**config.mk**
```make
export PLATFORM = sky130hd
export DESIGN_NAME = wb_stage
export DESIGN_NICKNAME = d
export VERILOG_FILES = /design/src/rtl/wb_stage_pkg.sv /design/src/rtl/wb_stage_mux.sv /design/src/rtl/wb_stage.sv
export SDC_FILE = /design/constraint.sdc
export NUM_CORES = 1
export LEC_CHECK = 0
export BUFFER_PORTS_ARGS = -buffer_cell sky130_fd_sc_hd__buf_2
export CAP_MARGIN = 20
export CORE_MARGIN = 2
export CORE_UTILIZATION = 48
export CTS_CLUSTER_DIAMETER = 100
export DETAILED_ROUTE_END_ITERATION = 8
export PLACE_DENSITY = 0.89
export RECOVER_POWER = 100
export SYNTH_ARGS = -nofsm -noshare
export SYNTH_HDL_FRONTEND = slang
export SYNTH_SLANG_ARGS = --single-unit
```
**constraint.sdc**
```tcl
create_clock -name clk -period 2.9 [get_ports clk]
set_input_delay 0.145 -clock clk [delete_from_list [all_inputs] [get_ports clk]]
set_output_delay 0.145 -clock clk [all_outputs]
set_load 0.01 [all_outputs]
```
**src/rtl/wb_stage_pkg.sv**
```systemverilog
// Shared constants and FSM encoding for the write-back stage.
package wb_stage_pkg;

  localparam int ADDRESS_LEN     = 32;
  localparam int REG_CNT_DEFAULT = 15;

  typedef enum logic {
    WB_IDLE    = 1'b0,
    WB_WAIT_LD = 1'b1
  } wb_state_e;

endpackage

```
**src/rtl/wb_stage_mux.sv**
```systemverilog
// Result selector and destination-range check for the write-back stage.
module wb_mux #(
  parameter int DATA_W  = 32,
  parameter int REG_CNT = 15
) (
  input  logic              sel_load,
  input  logic [DATA_W-1:0] alu_res,
  input  logic [DATA_W-1:0] ld_data,
  input  logic [3:0]        dest,
  input  logic              wr_en,
  output logic [DATA_W-1:0] value,
  output logic              eff_en,
  output logic              drop
);

  logic dest_ok;

  // Indices at or above REG_CNT (the PC) are never written to the register file.
  assign dest_ok = ({28'd0, dest} < REG_CNT);
  assign value   = sel_load ? ld_data : alu_res;
  assign eff_en  = wr_en & dest_ok;
  assign drop    = wr_en & ~dest_ok;

endmodule

```
**src/rtl/wb_stage.sv**
```systemverilog
// Write-back stage: retires MEM-stage instructions onto the register-file write port.
// Optional retirement counter enabled by `WB_RETIRE_CNT_EN.
module wb_stage
  import wb_stage_pkg::*;
#(
  parameter int DATA_W  = ADDRESS_LEN,
  parameter int REG_CNT = REG_CNT_DEFAULT
) (
  input  logic              clk,
  input  logic              rst,
  input  logic              mem_valid,
  input  logic              mem_wb_en,
  input  logic              mem_r_en,
  input  logic [3:0]        mem_dest,
  input  logic [DATA_W-1:0] alu_res,
  input  logic [DATA_W-1:0] ld_data,
  input  logic              ld_valid,
  output logic              stall,
  output logic              wb_en,
  output logic [3:0]        wb_dest,
  output logic [DATA_W-1:0] wb_value,
  output logic              drop_pulse
`ifdef WB_RETIRE_CNT_EN
  ,
  output logic [31:0]       retire_cnt
`endif
);

  wb_state_e         state_q, state_d;
  logic [3:0]        hold_dest_q, hold_dest_d;
  logic              hold_en_q, hold_en_d;
  logic              wb_en_q, wb_en_d;
  logic [3:0]        wb_dest_q, wb_dest_d;
  logic [DATA_W-1:0] wb_value_q, wb_value_d;
  logic              drop_q, drop_d;

  logic              retire;
  logic              sel_load;
  logic [3:0]        cur_dest;
  logic              cur_en;
  logic [DATA_W-1:0] sel_value;
  logic              eff_en;
  logic              drop;

  wb_mux #(
    .DATA_W (DATA_W),
    .REG_CNT(REG_CNT)
  ) u_mux (
    .sel_load(sel_load),
    .alu_res (alu_res),
    .ld_data (ld_data),
    .dest    (cur_dest),
    .wr_en   (cur_en),
    .value   (sel_value),
    .eff_en  (eff_en),
    .drop    (drop)
  );

  always_comb begin
    state_d     = state_q;
    hold_dest_d = hold_dest_q;
    hold_en_d   = hold_en_q;
    retire      = 1'b0;
    stall       = 1'b0;
    sel_load    = 1'b1;
    cur_dest    = hold_dest_q;
    cur_en      = hold_en_q;
    case (state_q)
      WB_IDLE: begin
        sel_load = mem_r_en;
        cur_dest = mem_dest;
        cur_en   = mem_wb_en;
        if (mem_valid) begin
          if (!mem_r_en || ld_valid) begin
            retire = 1'b1;
          end else begin
            stall       = 1'b1;
            state_d     = WB_WAIT_LD;
            hold_dest_d = mem_dest;
            hold_en_d   = mem_wb_en;
          end
        end
      end
      // Only the load-return handshake matters here; the MEM stage is frozen.
      WB_WAIT_LD: begin
        if (ld_valid) begin
          retire  = 1'b1;
          state_d = WB_IDLE;
        end else begin
          stall = 1'b1;
        end
      end
      default: state_d = WB_IDLE;
    endcase
  end

  always_comb begin
    wb_en_d    = retire & eff_en;
    drop_d     = retire & drop;
    wb_dest_d  = retire ? cur_dest : wb_dest_q;
    wb_value_d = retire ? sel_value : wb_value_q;
  end

  always_ff @(posedge clk or negedge rst) begin
    if (!rst) begin
      state_q     <= WB_IDLE;
      hold_dest_q <= '0;
      hold_en_q   <= 1'b0;
      wb_en_q     <= 1'b0;
      wb_dest_q   <= '0;
      wb_value_q  <= '0;
      drop_q      <= 1'b0;
    end else begin
      state_q     <= state_d;
      hold_dest_q <= hold_dest_d;
      hold_en_q   <= hold_en_d;
      wb_en_q     <= wb_en_d;
      wb_dest_q   <= wb_dest_d;
      wb_value_q  <= wb_value_d;
      drop_q      <= drop_d;
    end
  end

  assign wb_en      = wb_en_q;
  assign wb_dest    = wb_dest_q;
  assign wb_value   = wb_value_q;
  assign drop_pulse = drop_q;

`ifdef WB_RETIRE_CNT_EN
  logic [31:0] retire_cnt_q, retire_cnt_d;

  // Every retirement counts, including suppressed and non-writing ones.
  always_comb begin
    retire_cnt_d = retire ? retire_cnt_q + 32'd1 : retire_cnt_q;
  end

  always_ff @(posedge clk or negedge rst) begin
    if (!rst) retire_cnt_q <= '0;
    else      retire_cnt_q <= retire_cnt_d;
  end

  assign retire_cnt = retire_cnt_q;
`endif

endmodule
```
# Word level (Yosys, flattened, before mapping)
# Index checks and enable logic that the tools add are counted.
# classes
n_mux,12
bitwise,7
order_cmp,1
n_reduce_logical,3
# ops
cell,n
$mux W32,1
$mux W1,8
$and A1 B1 Y1,4
$lt A4 B4 Y1 const B,1
$mux W4,1
$pmux W1 S2,2
$not A1 Y1,3
$reduce_and A3 Y1,1
$logic_not A1 Y1,1
$logic_or A1 B1 Y1,1
# totals
output_inout_bits,39
wordCells,30
regBits,44
in_bits,74

# Depth between registers and ports, before layout
# Gate-level depths: netlist of run 1.
# logic_depth
depth_word,6
ltp_mapped,4
depth_no_buf,3

# By module
# From an unflattened synthesis of run 1, not the netlist that was laid out.
# hier_totals
hier_cells,145
hier_area_um2,2294.7
# by_module_without_submodules
module,area_each_um2,n_inst,cells_per_inst,seq_area_each_um2
wb_stage,1730.4,1,105,1101.1
wb_mux,564.3,1,40,0.0

# Worst setup path after synthesis of run 1
# Ideal clock, no wire load.
# synth_timing
path_kind,register to register
from,reg state_q
to,"reg wb_value_q[0], in the netlist wb_value[0]"
path_stages_with_launch,5
setup_time_ns,0.125
synth_period_minus_slack_ns,1.510
n_path_buf,1
required_time_ns,2.775
slack_ns,1.390
arrival_ns,1.385
path_cell_list,dfrtp_1 > nor2_4 > buf_4 > mux2_2 > mux2_2
# synth_between
elab_chain_len,2
word_cells_on_any_way,4
classes_between,mux (3); bitwise (1)
# synth_lines
item,line_no,text
from (decl),wb_stage.sv:29,"wb_state_e state_q, state_d;"
from (signal assigned),wb_stage.sv:114,state_q <= state_d;
$not A1 Y1 (no line) or $mux W1 (tied branches),n/a,
$pmux W1 S2 or $mux W32 (tied branches),"wb_stage.sv:68, wb_stage_mux.sv:20",
to (signal assigned),wb_stage.sv:119,wb_value_q <= wb_value_d;
to (decl),wb_stage.sv:34,"logic [DATA_W-1:0] wb_value_q, wb_value_d;"
# Several ways; a longest one is shown, not always the timed one.
# A chain may end at the register's enable or synchronous reset.

# Worst setup path in the final report of run 1
# layout_timing
from,reg state_q
to,"reg wb_value_q[10], in the netlist wb_value[10]"
# The elaborated chain is that of the path after synthesis.

==> flow_metrics.py, run 1 <==
metrics = {
    "floorplanning": {
        "die_w_um": 71.0,
        "core_um2": 4320,
        "ioPinCount": 113,
        "die_height_um": 71.0,
        "start_util": 0.498,
        "dieArea_um2": 5040,
        "num_rows": 24,
    },
    "outcome": {
        "status": "finished with violations",
        "failed_checks": "max-capacitance violations, max-slew violations",
    },
    "global_routing": {
        "busiest_layer": "met2",
        "first_global_vias": 1610,
        "grt_use_met3": 0.0442,
        "grt.met1_usage": 0.221,
        "grtUsageMet2": 0.327,
        "grt_usage": 0.186,
        "grt_max_degree": 45,
        "gr-total-overflow": 0,
        "grt_pass1_wl_um": 7380,
        "antenna_found_initial": 0,
    },
    "setup_path": {
        "r2r-start": "state_q",
        "crit_path_end_kind": "flop",
        "r2r_setup_slack_ns": 0.53,
        "rr_endpoint": "wb_value[10]",
        "path_max_fanout": 15,
        "reg2reg_depth": 4,
        "worstPathRequired_ns": 3.07,
        "cp-start-kind": "flop",
        "path_class": "flop to flop",
        "crit_arrival_ns": 2.54,
    },
    "final_layout": {
        "fin_cells": 311,
        "nFillCells": 363,
        "fin_area_um2": 2750,
        "n_antenna_cell": 0,
        "synthToLayoutAreaGrowth_pct": 27.6,
        "nets": 333,
        "drive_gt1_frac": 0.598,
    },
    "logic_synthesis": {
        "synth.distinct_cells": 16,
        "synth-simple-area-share": 0.0343,
        "ys_seq_area_frac": 0.512,
        "synthesis.area_um2": 2150,
        "yosys_warnings": 0,
        "synth_top_family_by_area": "multiplexers",
        "synth-adder-area-share": 0,
        "syn_nets": 218,
        "muxShareOfSynthArea": 0.403,
        "syn_inst": 144,
        "synth-compound-area-share": 0.0180,
        "synth_seq_cells": 44,
        "syn_avg_cell_area_um2": 14.9,
        "synth-xor-area-share": 0,
    },
    "sta": {
        "finalSetupViolCount": 0,
        "clock_skew_ns": 0.00470,
        "timing.hold.ws_ns": 0.104,
        "fin_setup_tns_ns": 0,
        "max_freq_mhz": 422,
        "layout_min_cycle_time_ns": 2.37,
        "drv_slew": 45,
        "grt_setup_unrepaired": "no",
        "setup_ws_ns": 0.532,
        "final.period_utilization": 0.816,
        "final_hold_viol_count": 0,
        "maxSlewHeadroom": -0.490,
        "worstMarginPinSlew_ns": 2.23,
    },
    "cts": {
        "clk_pin_slew_ns": 0.08,
        "cts.sinks": 44,
        "htree_levels": 2,
        "cts-root-buf": "clkbuf_8",
        "cts-buffers-inserted": 5,
        "cts_setup_buffers": 0,
        "ctsResizeCount": 0,
        "cts_buffer_depth": 2,
        "insertion_delay_ns": 0.28,
        "cts.hold.buffers_added": 0,
        "cts_tree": "yes",
    },
    "route": {
        "ant_nets": 0,
        "vias_per_cell": 5.06,
        "drc": 0,
        "vias": 1575,
        "drt_iter0_drc": 87,
        "drtPass1Iterations": 4,
        "post_drt_wl_per_cell_um": 14.2,
        "wirelength_um": 4400,
    },
    "run": {
        "max_cap_violations": 1,
    },
    "pwr": {
        "comb_power_share": 0.263,
        "ir_drop_uv": 357,
        "power_leakage_nw": 1.24,
        "cellPowerDensity_nw_per_um2": 565,
        "seq_power_share": 0.509,
        "p_int_w": 0.00111,
        "clock_power_share": 0.227,
        "p_switching_w": 0.000443,
        "swShare": 0.286,
    },
    "place": {
        "place_area_um2": 2730,
        "pre_cts_ws_ns": 0.736,
        "place_hpwl_um": 3390,
        "place_inst": 304,
        "io_buffers": 112,
        "gp_congestion": 0.800,
    },
    "hold_path": {
        "holdPathStages": 2,
        "worstHoldStart": "ld_valid",
        "worst_hold_path_type": "input port to flop",
        "whs_endpoint": "state_q",
    },
}
-- cells by family (layout without fill, tap and decap cells) --
group | count (synthesis) | in the layout
simple gates | 12 | 12
buf+inv | 7 | 122
compound gates | 4 | 4
mux | 77 | 77
flops | 44 | 44
-- routing by layer --
metal | up-vias | routed length (µm)
met5 | - | 0
met1 | 770 | 1740
met2 | 52 | 2380
li1 | 747 | -
met3 | 6 | 237
met4 | 0 | 44
-- registers in the layout, indices dropped and copies added, names as in the netlist --
register / flops
wb_value: 32
hold_dest_q: 4
wb_dest: 4
drop_pulse: 1
hold_en_q: 1
state_q: 1
wb_en: 1
-- power groups by stage --
stage,Clock (W),Combinational (W),Sequential [W]
3_5_place_dp,0,0.000447,0.000800
5_1_grt,0.000392,0.000449,0.000805
2_1_floorplan,0,0.000210,0.000841
4_1_cts,0.000366,0.000448,0.000789
6_report,0.000353,0.000409,0.000791
3_3_place_gp,0,0.000434,0.000796
-- worst max path at each step --
stage | from | to | slack [ns] | cells past startpoint
detailed placement | state_q | wb_value[22] | 0.74 | 4
CTS | state_q | wb_value[22] | 0.73 | 4
global route | state_q | wb_value[7] | 0.34 | 4
finish | state_q | wb_value[10] | 0.53 | 4
global placement | state_q | wb_value[22] | 0.82 | 4
floorplan | state_q | wb_value[0] | 1.39 | 4
-- per-stage QoR --
stage          utilization  power, W
2_1_floorplan            -   0.00105
3_3_place_gp         0.631   0.00123
3_5_place_dp         0.631   0.00125
4_1_cts              0.649   0.00160
5_1_grt              0.635   0.00165
6_report             0.635   0.00155
-- cell usage after synthesis (all sizes together) --
cell	instances	area share
o221ai	1	0.0041
nor2	2	0.0070
nand3	2	0.0047
nor3	1	0.0047
mux2	77	0.40
nand2	3	0.0052
nand2b	1	0.0029
buf	7	0.033
or2	2	0.0058
and3b	1	0.0041
a21oi	2	0.0047
o22ai	1	0.0093
dfrtp	44	0.51
-- final cells by class --
type                       instances  area (µm²)  area share
clock buffer                       6        72.6      0.0264
multi-input combinational         93         975       0.355
clock inverter                     1        5.00     0.00182
timing repair buffer             115         527       0.192
sequential                        44        1100       0.401
tap                               52        65.1      0.0237
-- layout by cell type (no fill, tap or decap) --
cell type,synthesis,final
nand2_1,3,3
o22ai_4,1,1
clkbuf_1,0,42
nor3_1,0,1
nor2_4,1,1
mux2_2,72,71
buf_4,2,1
nand2b_1,1,1
o221ai_1,1,1
dfrtp_1,44,44
mux2_1,5,6
nor2_1,1,1
a21oi_1,2,2
and3b_1,1,1
clkbuf_2,0,1
or2_2,2,2
clkinv_2,0,1
clkbuf_8,0,5
buf_2,0,72
nand3_1,2,2
-- worst max-delay path, stage by stage (launching register included) --
cell and delay [ns]:
dfrtp_1 0.64, nor2_4 0.20, o22ai_4 0.41, clkbuf_1 0.59
mux2_2 0.41
No activity file was read; power rests on OpenSTA's default activity.
==> run 2: changes to the inputs <==
--- a/config.mk
+++ b/config.mk
@@ -8,10 +8,10 @@
 export BUFFER_PORTS_ARGS = -buffer_cell sky130_fd_sc_hd__buf_2
 export CAP_MARGIN = 20
 export CORE_MARGIN = 2
-export CORE_UTILIZATION = 48
+export CORE_UTILIZATION = 45
 export CTS_CLUSTER_DIAMETER = 100
 export DETAILED_ROUTE_END_ITERATION = 8
-export PLACE_DENSITY = 0.89
+export PLACE_DENSITY = 0.85
 export RECOVER_POWER = 100
 export SYNTH_ARGS = -nofsm -noshare
 export SYNTH_HDL_FRONTEND = slang
==> constraint.sdc (replaced) <==
create_clock -name clk -period 2.34 [get_ports clk]
set_input_delay 0.117 -clock clk [delete_from_list [all_inputs] [get_ports clk]]
set_output_delay 0.117 -clock clk [all_outputs]
set_load 0.01 [all_outputs]
==> run 2 against run 1 <==
Net effect:
- the run now ends clean
- sequential power rose by 23%
- count of clock-buffer cells in the layout unchanged
- worst hold slack worse by 0.099 ns
- maximum frequency increased by 18%
- via count down 1.1%
- die area increased by 6.3%
==> flow_metrics.py, run 2 (synthesis results as in run 1) <==
metrics = {
    "setup_path": {
        "crit_path_end_kind": "flop",
        "reg2reg_depth": 5,
        "endpoint": "wb_value[8]",
        "rr_endpoint": "wb_value[8]",
        "path_max_fanout": 15,
        "cp-start-kind": "flop",
        "r2r-start": "state_q",
        "startpoint": "state_q",
        "worstPathRequired_ns": 2.51,
        "crit_arrival_ns": 2.18,
        "path_class": "flop to flop",
        "r2r_setup_slack_ns": 0.33,
    },
    "final_layout": {
        "nets": 334,
        "n_antenna_cell": 0,
        "largest_reg_flops": 32,
        "final_cell_mix": "mux2_2 (72), buf_2 (72), dfrtp_1 (44)",
        "drive_gt1_frac": 0.605,
        "nFillCells": 416,
        "synthToLayoutAreaGrowth_pct": 28.5,
    },
    "sta": {
        "grt_setup_unrepaired": "no",
        "clock_skew_ns": 0.00448,
        "final_hold_viol_count": 0,
        "drv_slew": 0,
        "final.period_utilization": 0.860,
        "maxSlewHeadroom": 0.295,
        "setup_ws_ns": 0.329,
        "fin_setup_tns_ns": 0,
        "layout_min_cycle_time_ns": 2.01,
        "finalSetupViolCount": 0,
        "worstMarginPinSlew_ns": 1.06,
        "max_freq_mhz": 497,
    },
    "floorplanning": {
        "dieArea_um2": 5350,
        "die_w_um": 73.2,
        "ioPinCount": 113,
        "core_um2": 4660,
        "die_height_um": 73.2,
        "num_rows": 25,
        "start_util": 0.462,
    },
    "run": {
        "max_cap_violations": 0,
    },
    "cts": {
        "cts-root-buf": "clkbuf_8",
        "cts.sinks": 44,
        "cts_buffer_depth": 2,
        "cts-buffers-inserted": 5,
        "clk_pin_slew_ns": 0.08,
        "cts_tree": "yes",
        "htree_levels": 2,
        "cts.hold.buffers_added": 0,
        "ctsResizeCount": 0,
        "insertion_delay_ns": 0.28,
        "cts_setup_buffers": 0,
    },
    "pwr": {
        "ir_drop_uv": 395,
        "cellPowerDensity_nw_per_um2": 734,
        "power_leakage_nw": 1.26,
    },
    "global_routing": {
        "grt_pass1_wl_um": 6500,
        "grt_usage": 0.158,
        "gr-total-overflow": 0,
        "first_global_vias": 1503,
        "grt_max_degree": 45,
        "antenna_found_initial": 0,
    },
    "route": {
        "ant_nets": 0,
        "vias_per_cell": 4.94,
        "vias": 1557,
        "drc": 0,
        "wirelength_um": 4240,
        "post_drt_wl_per_cell_um": 13.5,
        "drtPass1Iterations": 3,
        "drt_iter0_drc": 47,
    },
    "place": {
        "pre_cts_ws_ns": 0.491,
        "gp_congestion": 0.723,
        "place_hpwl_um": 3220,
        "io_buffers": 112,
    },
    "hold_path": {
        "worst_hold_path_type": "input port to asynchronous set/reset pin",
    },
    "outcome": {
        "status": "finished, final reports clean",
    },
}
run 2: routing by layer:
metal,vias to the layer above,share of wire,GRT usage
met5,-,0,0
met1,721,0.43,0.191
met3,2,0.097,0.0552
met4,0,0.0040,0.0432
met2,83,0.46,0.267
li1,751,-,-
run 2: worst min-delay path by stage:
stage | startpoint | endpoint | cells after the start
CTS | rst | wb_dest[3] | 1
global route | ld_valid | state_q | 2
global placement | rst | wb_en | 1
finish | rst | wb_en | 1
floorplan | rst | drop_pulse | 0
detailed placement | rst | wb_en | 1
run 2: power breakdown:
part	switching (W)	internal [W]	total, W
logic	0.000233	0.000269	0.000502
clock network	0.000239	0.000317	0.000556
registers	0.0000719	0.000902	0.000974
total	0.000544	0.00149	0.00203
run 2: area by class of cell:
class	count	area (µm²)	share of cell area
clock buffers	6	72.6	0.0262
flip-flops and latches	44	1100	0.398
well taps	54	67.6	0.0244
clock inverters	2	35.0	0.0127
repair buffers	116	537	0.194
multi-input cells	93	953	0.345
run 2: worst max-delay path: stages (launching register included):
cell and delay, ns:
dfrtp_1 0.54, nor2_1 0.13, clkbuf_2 0.25, o22ai_1 0.21, clkbuf_2 0.38, mux2_2 0.38
run 2: stage by stage:
stage | power [W] | hold WS, ns | cells | util | area [µm²]
5_1_grt | 0.00216 | 0.0548 | 315 | 0.594 | 2770
6_report | 0.00203 | 0.00485 | 315 | 0.594 | 2770
4_1_cts | 0.00211 | 0.0160 | 315 | 0.611 | 2850
2_1_floorplan | 0.00130 | -0.179 | 144 | - | 2150
3_5_place_dp | 0.00154 | 0.333 | 307 | 0.588 | 2740
3_3_place_gp | 0.00152 | 0.312 | 307 | 0.588 | 2740
==> run 3: changes to the inputs <==
--- a/config.mk
+++ b/config.mk
@@ -7,11 +7,10 @@
 export LEC_CHECK = 0
 export BUFFER_PORTS_ARGS = -buffer_cell sky130_fd_sc_hd__buf_2
 export CAP_MARGIN = 20
-export CORE_MARGIN = 2
 export CORE_UTILIZATION = 45
 export CTS_CLUSTER_DIAMETER = 100
 export DETAILED_ROUTE_END_ITERATION = 8
-export PLACE_DENSITY = 0.85
+export PLACE_DENSITY_LB_ADDON = 0.12
 export RECOVER_POWER = 100
 export SYNTH_ARGS = -nofsm -noshare
 export SYNTH_HDL_FRONTEND = slang
==> run 3 against run 2 <==
Net effect:
- the run now ends with design-rule violations left
- combinational power increased by 2%
- core utilization grew 2.6 points
- final area increased by 0.27%
- worst setup slack gained 0.018 ns
- cell count fell by 0.32%
- critical path depth shrank 1
- count of clock-buffer cells in the layout increased by 2
- register-to-register slack improved by 0.02 ns
==> flow_metrics.py, run 3 (synthesis results as in run 1) <==
metrics = {
    "global_routing": {
        "gr-total-overflow": 0,
        "grt_max_degree": 45,
        "grt_usage": 0.177,
        "grt_use_met3": 0.0570,
        "grt.met1_usage": 0.204,
        "grtUsageMet2": 0.314,
        "first_global_vias": 1559,
        "busiest_layer": "met2",
        "grt_pass1_wl_um": 7000,
        "antenna_found_initial": 0,
    },
    "route": {
        "wirelength_um": 4240,
        "drc": 8,
        "post_drt_wl_per_cell_um": 13.5,
        "drt_iter0_drc": 91,
        "vias": 1574,
        "drtPass1Iterations": 7,
        "vias_per_cell": 5.01,
        "ant_nets": 0,
    },
    "cts": {
        "insertion_delay_ns": 0.28,
        "cts.hold.buffers_added": 0,
        "cts.sinks": 44,
        "clk_pin_slew_ns": 0.08,
        "ctsResizeCount": 0,
        "cts-root-buf": "clkbuf_8",
        "cts_setup_buffers": 0,
        "cts-buffers-inserted": 5,
        "cts_buffer_depth": 2,
        "cts_tree": "yes",
        "htree_levels": 2,
    },
    "pwr": {
        "cellPowerDensity_nw_per_um2": 707,
        "ir_drop_uv": 299,
        "power_leakage_nw": 1.26,
    },
    "sta": {
        "layout_min_cycle_time_ns": 1.99,
        "drv_slew": 0,
        "setup_ws_ns": 0.347,
        "finalSetupViolCount": 0,
        "grt_setup_unrepaired": "no",
        "worstMarginPinSlew_ns": 0.752,
        "fin_setup_tns_ns": 0,
        "maxSlewHeadroom": 0.499,
        "clock_skew_ns": 0.00548,
        "final.period_utilization": 0.852,
        "final_hold_viol_count": 0,
        "max_freq_mhz": 502,
    },
    "floorplanning": {
        "num_rows": 24,
        "start_util": 0.481,
        "dieArea_um2": 5060,
        "core_um2": 4470,
        "ioPinCount": 113,
        "die_height_um": 71.2,
        "die_w_um": 71.2,
    },
    "final_layout": {
        "final_cell_mix": "mux2_2 (72), buf_2 (72), dfrtp_1 (44)",
        "nets": 335,
        "n_antenna_cell": 0,
        "drive_gt1_frac": 0.599,
        "synthToLayoutAreaGrowth_pct": 28.9,
        "largest_reg_flops": 32,
    },
    "setup_path": {
        "path_max_fanout": 20,
        "cp-start-kind": "flop",
        "r2r-start": "state_q",
        "crit_path_end_kind": "flop",
        "crit_arrival_ns": 2.17,
        "rr_endpoint": "wb_value[22]",
        "reg2reg_depth": 4,
        "worstPathRequired_ns": 2.52,
        "r2r_setup_slack_ns": 0.35,
        "path_class": "flop to flop",
    },
    "run": {
        "max_cap_violations": 0,
    },
    "hold_path": {
        "worstHoldStart": "ld_valid",
        "worst_hold_path_type": "input port to flop",
        "whs_endpoint": "state_q",
        "holdPathStages": 2,
    },
    "place": {
        "io_buffers": 112,
        "pre_cts_ws_ns": 0.517,
        "place_hpwl_um": 3090,
        "gp_congestion": 0.743,
    },
    "outcome": {
        "failed_checks": "design-rule violations",
        "status": "finished with violations",
    },
}
[run 3: cell count changes in the layout (fill, tap and decap cells not counted), sizes merged]
cell         delta
clkbuf          +2
bufinv          -1
clkinv          -1
dlygate4sd3     +1
[run 3: area by class of cell]
type,instances,area [µm²]
Fill cell,382,1700
Sequential cell,44,1100
Multi-Input combinational cell,93,960
Timing Repair Buffer,117,558
Clock buffer,8,90.1
Tap cell,52,65.1
[run 3: metrics by stage]
stage                     hold WS, ns   util  cell area, µm²  total power [W]  instances
after CTS                      0.0144  0.633            2830          0.00203        312
after floorplan                -0.179      -            2150          0.00130        144
after detailed placement        0.334  0.613            2740          0.00154        304
final                          0.0833  0.620            2770          0.00196        314
after global placement          0.334  0.613            2740          0.00153        304
after global routing           0.0773  0.620            2770          0.00208        314
[run 3: worst max path at each step]
stage,startpoint,to,slack (ns),cells past startpoint
after floorplan,state_q,wb_value[0],0.83,4
after global placement,state_q,wb_value[22],0.55,4
after detailed placement,state_q,wb_value[22],0.52,4
after CTS,state_q,wb_value[22],0.51,4
after global routing,state_q,wb_value[22],0.23,4
final,state_q,wb_value[22],0.35,4
[run 3: metal layers]
layer	vias to the layer above	wire (µm)
li1	753	-
met1	744	1740
met2	73	2100
met3	4	356
met4	0	39
met5	-	0
[run 3: worst max-delay path: stages, from the launching register on]
cell and delay, ns:
dfrtp_1 0.50, nor2_1 0.25, clkbuf_2 0.47, mux2_2 0.39, mux2_1 0.27
[run 3: where the power goes]
| part | total (W) | leakage [nW] | internal [W] | switching [W] |
|---|---|---|---|---|
| combinational | 0.000510 | 0.695 | 0.000274 | 0.000236 |
| sequential | 0.000974 | 0.521 | 0.000902 | 0.0000722 |
| clock | 0.000478 | 0.0455 | 0.000241 | 0.000237 |
